<file path="src/rtl/lru_pkg.sv">
// Shared types and one-hot helpers for the per-set LRU access controller.
package lru_pkg;

    localparam int DEPTH_DEF = 8;
    localparam int TAG_W_DEF = 20;
    localparam int VEC_MAX   = 64;

    typedef enum logic [2:0] {
        IDLE,
        LOOKUP,
        FILL_REQ,
        FILL_WAIT,
        RESP
    } lru_state_e;

    typedef logic [VEC_MAX-1:0] vec_t;

    // Callers zero-extend their DEPTH-wide vectors into vec_t.
    function automatic logic onehot_chk(input vec_t v);
        return (v != '0) && ((v & (v - vec_t'(1))) == '0);
    endfunction

    function automatic vec_t prio_lowest(input vec_t v);
        return v & (~v + vec_t'(1));
    endfunction

endpackage

</file>
<file path="src/rtl/lru_tag_cam.sv">
// Fully associative tag/valid store with a one-hot write port and a combinational match vector.
module lru_tag_cam
    import lru_pkg::*;
#(
    parameter int DEPTH = DEPTH_DEF,
    parameter int TAG_W = TAG_W_DEF
) (
    input  logic             clk,
    input  logic             rst_b,
    input  logic             wr_en,
    input  logic [DEPTH-1:0] wr_way,
    input  logic [TAG_W-1:0] wr_tag,
    input  logic [TAG_W-1:0] lookup_tag,
    output logic [DEPTH-1:0] valid,
    output logic [DEPTH-1:0] match,
    output logic             multi_match
);

    logic [TAG_W-1:0] tags [DEPTH];

    always_ff @(posedge clk or negedge rst_b) begin
        if (!rst_b) begin
            valid <= '0;
        end else if (wr_en) begin
            valid <= valid | wr_way;
        end
    end

    // NOTE: the tag array has no reset; a way's contents only matter once its valid bit is set.
    always_ff @(posedge clk) begin
        for (int i = 0; i < DEPTH; i++) begin
            if (wr_en && wr_way[i]) begin
                tags[i] <= wr_tag;
            end
        end
    end

    always_comb begin
        for (int i = 0; i < DEPTH; i++) begin
            match[i] = valid[i] && (tags[i] == lookup_tag);
        end
    end

    assign multi_match = (match != '0) && !onehot_chk(vec_t'(match));

endmodule

</file>
<file path="src/rtl/lru_access_ctrl.sv">
// Per-set lookup/refill controller feeding move-to-front strobes into the LRU stack.
module lru_access_ctrl
    import lru_pkg::*;
#(
    parameter int DEPTH = DEPTH_DEF,
    parameter int TAG_W = TAG_W_DEF
) (
    input  logic             clk,
    input  logic             rst_b,
    input  logic             req_valid,
    output logic             req_ready,
    input  logic [TAG_W-1:0] req_tag,
    output logic             resp_valid,
    output logic             resp_hit,
    output logic [DEPTH-1:0] resp_way,
    output logic             fill_req_valid,
    input  logic             fill_req_ready,
    output logic [TAG_W-1:0] fill_req_tag,
    input  logic             fill_done,
    output logic             update_lru_stack,
    output logic [DEPTH-1:0] accessed_blk,
    input  logic [DEPTH-1:0] victim_blk,
    output logic             lru_err
);

    lru_state_e       state;
    logic [TAG_W-1:0] tag_q;
    logic [DEPTH-1:0] fill_way;
    logic [DEPTH-1:0] valid;
    logic [DEPTH-1:0] match;
    logic             multi_match;
    logic [DEPTH-1:0] hit_way;
    logic [DEPTH-1:0] free_way;
    logic [DEPTH-1:0] miss_way;
    logic             miss_err;
    logic             wr_en;

    assign req_ready = (state == IDLE);
    assign wr_en     = (state == FILL_WAIT) && fill_done;

    lru_tag_cam #(
        .DEPTH (DEPTH),
        .TAG_W (TAG_W)
    ) u_cam (
        .clk         (clk),
        .rst_b       (rst_b),
        .wr_en       (wr_en),
        .wr_way      (fill_way),
        .wr_tag      (tag_q),
        .lookup_tag  (tag_q),
        .valid       (valid),
        .match       (match),
        .multi_match (multi_match)
    );

    // NOTE: every output of this block gets a default first so no path leaves a latch behind.
    always_comb begin
        hit_way  = DEPTH'(prio_lowest(vec_t'(match)));
        free_way = DEPTH'(prio_lowest(vec_t'(~valid)));
        miss_way = free_way;
        miss_err = 1'b0;
        if (free_way == '0) begin
            if (onehot_chk(vec_t'(victim_blk))) begin
                miss_way = victim_blk;
            end else begin
                miss_way = DEPTH'(1);
                miss_err = 1'b1;
            end
        end
    end

    // NOTE: state and registered outputs use non-blocking assignments so every register sees pre-edge values.
    always_ff @(posedge clk or negedge rst_b) begin
        if (!rst_b) begin
            state            <= IDLE;
            tag_q            <= '0;
            fill_way         <= '0;
            resp_valid       <= 1'b0;
            resp_hit         <= 1'b0;
            resp_way         <= '0;
            fill_req_valid   <= 1'b0;
            fill_req_tag     <= '0;
            update_lru_stack <= 1'b0;
            accessed_blk     <= '0;
            lru_err          <= 1'b0;
        end else begin
            resp_valid       <= 1'b0;
            update_lru_stack <= 1'b0;
            case (state)
                IDLE: begin
                    if (req_valid) begin
                        tag_q <= req_tag;
                        state <= LOOKUP;
                    end
                end
                LOOKUP: begin
                    if (match != '0) begin
                        resp_valid       <= 1'b1;
                        resp_hit         <= 1'b1;
                        resp_way         <= hit_way;
                        update_lru_stack <= 1'b1;
                        accessed_blk     <= hit_way;
                        state            <= RESP;
                        if (multi_match) lru_err <= 1'b1;
                    end else begin
                        fill_way       <= miss_way;
                        fill_req_valid <= 1'b1;
                        fill_req_tag   <= tag_q;
                        state          <= FILL_REQ;
                        if (miss_err) lru_err <= 1'b1;
                    end
                end
                FILL_REQ: begin
                    if (fill_req_ready) begin
                        fill_req_valid <= 1'b0;
                        state          <= FILL_WAIT;
                    end
                end
                FILL_WAIT: begin
                    if (fill_done) begin
                        resp_valid       <= 1'b1;
                        resp_hit         <= 1'b0;
                        resp_way         <= fill_way;
                        update_lru_stack <= 1'b1;
                        accessed_blk     <= fill_way;
                        state            <= RESP;
                    end
                end
                RESP: begin
                    state <= IDLE;
                end
                default: begin
                    state <= IDLE;
                end
            endcase
        end
    end

endmodule

</file>
<file path="config.mk">
export PLATFORM = sky130hd
export DESIGN_NAME = lru_access_ctrl
export DESIGN_NICKNAME = d
export VERILOG_FILES = /design/src/rtl/lru_pkg.sv /design/src/rtl/lru_tag_cam.sv /design/src/rtl/lru_access_ctrl.sv
export SDC_FILE = /design/constraint.sdc
export NUM_CORES = 1
export LEC_CHECK = 0
export ABC_AREA = 1
export CAP_MARGIN = 20
export CORE_ASPECT_RATIO = 0.6
export CORE_MARGIN = 3
export CORE_UTILIZATION = 40
export CTS_BUF_LIST = sky130_fd_sc_hd__clkbuf_4
export CTS_CLUSTER_DIAMETER = 150
export DETAILED_ROUTE_END_ITERATION = 16
export PLACE_DENSITY = 0.58
export RECOVER_POWER = 50
export SLEW_MARGIN = 20
export SYNTH_ARGS = -nofsm -noshare
export SYNTH_HDL_FRONTEND = slang
export SYNTH_HIERARCHICAL = 1
export SYNTH_SLANG_ARGS = --single-unit
</file>
<file path="constraint.sdc">
create_clock -name clk -period 3.2 [get_ports clk]
set_clock_uncertainty 0.1 [all_clocks]
set_input_delay 0.48 -clock clk [delete_from_list [all_inputs] [get_ports clk]]
set_output_delay 0.48 -clock clk [all_outputs]
set_load 0.03 [all_outputs]
</file>
# == Word-level counts from Yosys, hierarchy flattened ==
# Memories as Yosys holds them, arrays and structs flattened.
# Cells that the tools add are included.
# word_totals
ff_bits,71
latch_bits,0
ram_bits,160
mem_bits_ro,0
input_bits,33
output_inout_bits,42
mem_count,1
# memory_table
name,depth,word_bits,read_ports,rd_clocked_by_memory_dff,write_ports,line,text
u_cam.tags,8,20,8,0,8,lru_tag_cam.sv:19,logic [TAG_W-1:0] tags [DEPTH];
# op_classes
n_addsub,4
multipliers,0
div_mod_pow,0
order_cmp,0
eq_ne,17
n_shift,0
n_mux,40
n_bitwise,9
n_reduce_logical,36
# ops
op,count
20-bit equality test,8
8-bit by 64-bit AND with 64-bit output,2
64-bit logical NOT,2
8-bit two-way mux,4
1-bit two-way mux,27
8-bit NOT,3
1-bit logical AND,20
"8-bit by 1-bit subtractor with 9-bit output, second input constant",2
"8-bit by 1-bit adder with 8-bit output, second input constant",2
8-bit AND,2
8-bit one-hot mux with 2 select lines,1
8-bit nonzero test,2
3-bit two-way mux,4
"2-bit inequality test, second input constant",6
3-bit one-hot mux with 4 select lines,1
3-bit AND reduction,4
8-bit logical NOT,1
8-bit bitwise OR,1
"3-bit by 2-bit equality test with 1-bit output, second input constant",2
1-bit one-hot mux with 2 select lines,3
2-bit nonzero test,3
2-bit AND reduction,2
"3-bit by 1-bit equality test with 1-bit output, second input constant",1
3-bit logical NOT,1
2 further kinds,2

# == Depth between registers and ports, before layout ==
# depth
word_depth,10
ltp_mapped,18
mapped_depth_nobuf,16

# == Cells and area by module ==
# Netlist, hierarchy kept.
# modules_own_cells
module,instances,cells_each,area_each_um2
lru_tag_cam,1,788,7817.5
lru_access_ctrl,1,327,2925.3

# == Least setup slack after synthesis ==
# Ideal clock, no wire load.
# synth_timing
kind,register to register
start,register tag_q[11]
end,register resp_hit
arrival_ns,2.039
required_ns,2.980
path_slack_ns,0.940
stages_incl_launch_ff,18
n_path_buf,2
path_cell_list,dfrtp_1 inv_1 buf_4 o21ai_1 inv_1 nand2_1 nor2_1 nand3_1 clkinv_1 nor2_2 nand2_1 nor2_1 nand2_2 inv_4 nor2_4 buf_12 nor2_2 nor2_2
# synth_via
elab_chain_cells,5
elab_cells_between_ends,19
# synth_lines
item,line,text
start: declaration,lru_access_ctrl.sv:27,logic [TAG_W-1:0] tag_q;
start signal: assignment,lru_access_ctrl.sv:92,tag_q <= req_tag;
20-bit equality test,lru_tag_cam.sv:40,match[i] = valid[i] && (tags[i] == lookup_tag);
1-bit logical AND,lru_tag_cam.sv:40,
named net match[1],lru_access_ctrl.sv:30,logic [DEPTH-1:0] match;
8-bit nonzero test,lru_access_ctrl.sv:97,if (match != '0) begin
2-bit inequality test (no source line),n/a,
3-bit AND reduction (no source line),n/a,
end signal: assignment,lru_access_ctrl.sv:79,resp_hit <= 1'b0;
end signal: assignment,lru_access_ctrl.sv:99,resp_hit <= 1'b1;
end signal: assignment,lru_access_ctrl.sv:122,resp_hit <= 1'b0;
end: declaration,lru_access_ctrl.sv:14,"output logic resp_hit,"
# The timed path passes the listed nets, and every way through them passes these cells.
# A chain may end at the register's enable or synchronous reset.

# == Worst setup path in the final report ==
# layout_timing
start,register tag_q[9]
end,register accessed_blk[5]
# layout_via
elab_chain_cells,7
elab_cells_between_ends,24
# layout_lines
item,line,text
20-bit equality test *,lru_tag_cam.sv:40,
1-bit logical AND *,lru_tag_cam.sv:40,
named net match[1],lru_access_ctrl.sv:30,
8-bit NOT,lru_pkg.sv:24,return v & (~v + vec_t'(1));
8-bit by 1-bit adder with 8-bit output,lru_pkg.sv:24,
8-bit AND,lru_pkg.sv:24,
8-bit two-way mux,lru_access_ctrl.sv:97,
8-bit one-hot mux with 2 select lines,lru_access_ctrl.sv:89,case (state)
end signal: assignment,lru_access_ctrl.sv:102,accessed_blk <= hit_way;
end signal: assignment,lru_access_ctrl.sv:125,accessed_blk <= fill_way;
end: declaration,lru_access_ctrl.sv:21,"output logic [DEPTH-1:0] accessed_blk,"
# The timed path passes the listed nets; every way through them passes the cells marked *. The select of a mux whose other input is x is not followed.

==> out/metrics.cfg <==
[status]
status=finished with violations
violations=max-capacitance violations, max-slew violations

[place]
numPortBuffers=74
place_congestion=0.9159
dpl_cell_area_um2=11940
dp_cells=1544
hpwl_um=22140

[final_layout]
layout.nets=1281
final_cells=1633
drive_gt1_frac=0.1406
stdcell_area_um2=12530
syn2layout_area_growth_pct=16.62
fillers=2445

[min_path]
hp-class=in -> reg
whs_path_depth=3

[setup_path]
crit_arrival_ns=3.36
crit_type=reg -> reg
worst-path-max-fanout=26
startpoint_type=flip-flop
r2r_cells=18
timing.critical_path.required_ns=3.66
endpoint_kind=flip-flop

[grt]
gr-total-overflow=0
grtUsageTotal=0.2148
grt_pass1_wl_um=46700
grt_pass1_vias=7624
antenna_found_initial=0
grt_start_max_net_pins=72

[timing]
post-route-min-period_ns=2.902
fin_tns_setup_ns=0
max_freq_mhz=344.6
hold_viol=0
fin_crit_sh=0.9070
slew_violations=72
rsz0062_at_grt=false
slew_headroom=-0.2024
worstMarginPinSlew_ns=1.804
setup_viol=0

[synthesis]
postSynth.asyncResetShare=0.3074
ys_warn_count=6
avgSynthCellArea_um2=9.635
yosysUniqueCellTypes=45
netlist_area_um2=10740
ys_seq_area_frac=0.6126
synth_area_leader_cell=edfxtp_1
yosysTopAreaCellShare=0.4472
yosys_most_used_dff=edfxtp_1
synth-seq-cells=231
synth_nets=1148
yosysMostFrequentCell=nand2_1
synth_edf_count=160
synth_common_cells=nand2_1, edfxtp_1, nor2_1
synthTopCellsByArea=edfxtp_1, dfrtp_1, nand2_1
synthCells=1115

[clock_tree]
cts_tree=built
cts.sinks=231
clk_pin_slew_worst_paths_ns=0.08
htreeDepth=2
cts_buffers=53
clock_latency_ns=0.68
ctsResizeCount=0
cts_buffer_depth=3
cts_setup_buffers=0
cts_root_buffer=clkbuf_4

[drt]
ant_nets=0
wl_per_cell_um=18.94
drt-total-wl_um=30940
via_per_inst=5.002
dr.pass1.iters=5
drt_iter0_drc=867
num_vias=8168
post-route-drc-count=0

[flow_run]
drv_cap=1

[power_and_ir_drop]
powerDensity_nw_per_um2=960.5
leakagePower_nw=5.476
max-vdd-ir-drop_mv=0.6301

[floorplanning]
rows=45
die_w_um=217.6
ioPinCount=75
core_area_um2=25840
initial_core_util=0.4157
dieArea_um2=28920
die_h_um=132.9

final timing paths:
check	start	end	slack (ns)
setup reg to reg	tag_q[9]	accessed_blk[5]	0.30
max in group asynchronous	rst_b	u_cam/valid[7]	1.17
setup / recovery	tag_q[9]	accessed_blk[5]	0.30
hold reg to reg	fill_req_tag[18]	fill_req_tag[18]	0.39
hold / removal	req_tag[1]	tag_q[1]	0.29
min in group asynchronous	rst_b	fill_req_tag[19]	0.73
sequential cells by signal (all words and copies together) (netlist names):
signal	flops
u_cam/tags	160
fill_req_tag	20
tag_q	20
accessed_blk	8
fill_way	8
u_cam/valid	8
state	3
fill_req_valid	1
lru_err	1
resp_hit	1
update_lru_stack	1
report_power, final:
part	total (mW)	switching [mW]	internal (mW)	leakage (nW)
clock	2.24	1.16	1.08	0.371
combinational	5.06	3.39	1.67	2.84
sequential	4.74	0.583	4.16	2.26
total	12.0	5.13	6.91	5.48
area by class of cell:
type	instances	area (um^2)	area share
clock buffers	76	570.5	0.04554
flip-flops and latches	231	6581	0.5253
clock inverters	11	45.04	0.003595
repair buffers	115	1041	0.08309
inverters	132	500.5	0.03995
multi-input cells	715	3347	0.2672
well taps	352	440.4	0.03515
diodes	1	2.502	0.0001997
kinds of logic (layout without fill, tap and decap cells):
family          count (synthesis)  after routing  share of synthesized area
simple gates                  564            564                     0.2152
other cells                     0              1                          0
mux                            11             11                    0.01153
compound gates                110            110                    0.06080
buf+inv                       169            334                    0.07535
flops                         231            231                     0.6126
xor+xnor                       30             30                    0.02446
worst max-delay path, stage by stage, from the launching register on:
cell and delay [ns]:
dfrtp_1 0.54, inv_2 0.23, buf_4 0.17, nand2_1 0.05, nand2_1 0.06, nor2_1 0.04
nand2_1 0.06, nor2_1 0.04, nand3_1 0.15, clkinv_1 0.15, nor2_2 0.19, nand2_1 0.10
nor2_1 0.14, nand2_2 0.09, inv_4 0.27, nor2_4 0.06, buf_12 0.16, nor2_1 0.12
a21oi_2 0.04
routing by layer:
metal | track usage | vias up | wire length (um)
li1 | - | 3894 | -
met1 | 0.3543 | 3843 | 15240
met2 | 0.2713 | 394 | 11530
met3 | 0.06587 | 37 | 3795
met4 | 0.03764 | 0 | 364
met5 | 0.008333 | - | 0
layout by cell type, fill, tap and decap left out, types with 3 or more instances in the layout:
cell,n
edfxtp_1,160
a21oi_2,5
nand3_1,32
clkbuf_4,76
o21bai_1,3
nor3_1,5
a22o_1,8
clkbuf_1,8
nor2_2,7
or2_2,11
dfrtp_1,71
nor2_4,3
inv_1,111
xor2_1,9
nand4_1,7
clkinv_1,9
xnor2_1,21
o22ai_1,13
nand2_1,356
o21ai_0,37
clkdlybuf4s50_1,73
mux2_2,11
inv_2,20
a21oi_1,21
buf_4,30
o21ai_1,12
nand2_2,8
nor2_1,128
stage by stage:
stage / util / setup slack (ns) / power [mW] / hold slack, ns
after global routing: 0.4847 / 0.01957 / 12.76 / 0.2400
after CTS: 0.4861 / 0.2803 / 12.08 / 0.2322
final: 0.4848 / 0.2977 / 12.03 / 0.2887
after global placement: 0.4619 / 0.3632 / 9.793 / 0.3738
after floorplan: - / 0.9401 / 7.818 / 0.08441
after detailed placement: 0.4619 / 0.3220 / 9.825 / 0.3703
what timing repair did:
action / 4_1_cts / 5_1_grt
setup endpoints to repair: 0 / 0
hold buffers: 1 / 0
endpoints found under the hold margin: 71 / 0
(Power assumes the default switching activity.)
==> patch (config.mk and constraints unchanged) <==
Set the package constant `TAG_W_DEF` to 40 (it was 20).
--- a/src/rtl/lru_pkg.sv
+++ b/src/rtl/lru_pkg.sv
@@ -4,3 +4,3 @@
     localparam int DEPTH_DEF = 8;
-    localparam int TAG_W_DEF = 20;
+    localparam int TAG_W_DEF = 40;
     localparam int VEC_MAX   = 64;
Interface: changed (resized fill_req_tag and req_tag); port bits go from 75 to 115. The function was not compared with the original's and may differ.
==> patch against the original RTL <==
  * The run still ends with capacitance limit, slew limit left
  * Highest routed layer is now met5
  * Fmax shrank 6.2%
  * Setup slack lost 0.19 ns
  * Largest power group unchanged
  * Area after synthesis grew 85%
  * Power grew 91%
  * Sequential cell count grew 200
  * Wire length grew 120%
  * Cell area grew 86%
  * Via count grew 86%
  * Core utilization shrank 0.34 points
  * Hold slack lost 0.12 ns
==> patch: results (changes against the original RTL) <==
- The share of the yosys chip area belonging to registers is 62.3% (+1.1 points).
- The setup slack of the worst register-to-register path is 0.10 ns (-0.19 ns).
- The number of nets in the layout is 2274 (+78%).
- The total cell area at the placement stage is 0.0222 mm² (+86%).
- The antenna diode count was 2 (+1).
- The flow ran to the end, but the final reports show violations.
- The via count normalized by instance count is 5.14 (+2.8%).
- The count of flip-flops with a built-in enable after synthesis is 320 (+100%).
- The register area is 0.0124 mm² (+88%).
- The max-cap violation count was 1 (unchanged).
- The commonest cells after synthesis are sky130_fd_sc_hd__nand2_1 (583), sky130_fd_sc_hd__edfxtp_1 (320), sky130_fd_sc_hd__inv_1 (254), sky130_fd_sc_hd__nor2_1 (149), sky130_fd_sc_hd__dfrtp_1 (111).
- The number of placed instances with taps included was 2759 (+79%).
- The startpoint identified for the worst hold timing path is req_tag[8].
- The maximum fanout encountered on the critical timing path is 54 (+110%).
- The clock tree cell share of total cell area came to 5.48% (+0.56 points).
- The total nets after synthesis was 2022 (+76%).
- The startpoint identified for the worst register-to-register timing path is tag_q[19].
- The checks that failed: capacitance limit, slew limit.
- The clock latency on the worst-skew pair is 0.81 ns (+0.13 ns).
- The ratio of final minimum period to clock period is 96.7% (+6.0 points).
- The worst slack at placement came to -0.0296 ns (-0.352 ns).
- The inverter count is 301 (+130%).
- For hold timing, the worst endpoint is tag_q[8].
- The filler cell count in the final layout was 4613 (+89%).
- The final count of pins violating max slew is 112 (+56%).
- The non-clock buffer share of cell area is 8.29% (-0.022 points).
## patch: cell families (layout without fill, tap and decap cells)
kind of cell	after synthesis	count (layout)	share of synthesized area, %
AND/OR/NAND/NOR	880	880	18.6
flip-flops	431	431	62.3
buffers and inverters	364	699	8.22
AO/OA/AOI/OAI	181	181	5.12
XOR/XNOR	90	90	3.97
multiplexers	23	23	1.74
other	0	2	0
## patch: worst min-delay path: stages
cell and delay [ns]:
sky130_fd_sc_hd__clkdlybuf4s50_1 0.40, sky130_fd_sc_hd__nor2_1 0.10, sky130_fd_sc_hd__a21oi_1 0.04
## patch: metal layers
metal	wire, µm	global-route usage [%]	up-vias
met5	148	1.88	-
met1	31400	39.5	7316
li1	-	-	6901
met3	9190	11.1	98
met4	1480	7.06	4
met2	25800	33.0	833
## patch: power by group through the flow
stage	clock [mW]	sequential, mW	combinational [mW]
finish	4.47	8.86	9.70
global route	4.82	8.98	10.4
CTS	4.54	8.85	9.75
detailed placement	0	8.95	9.73
global placement	0	8.94	9.64
floorplan	0	9.32	4.86
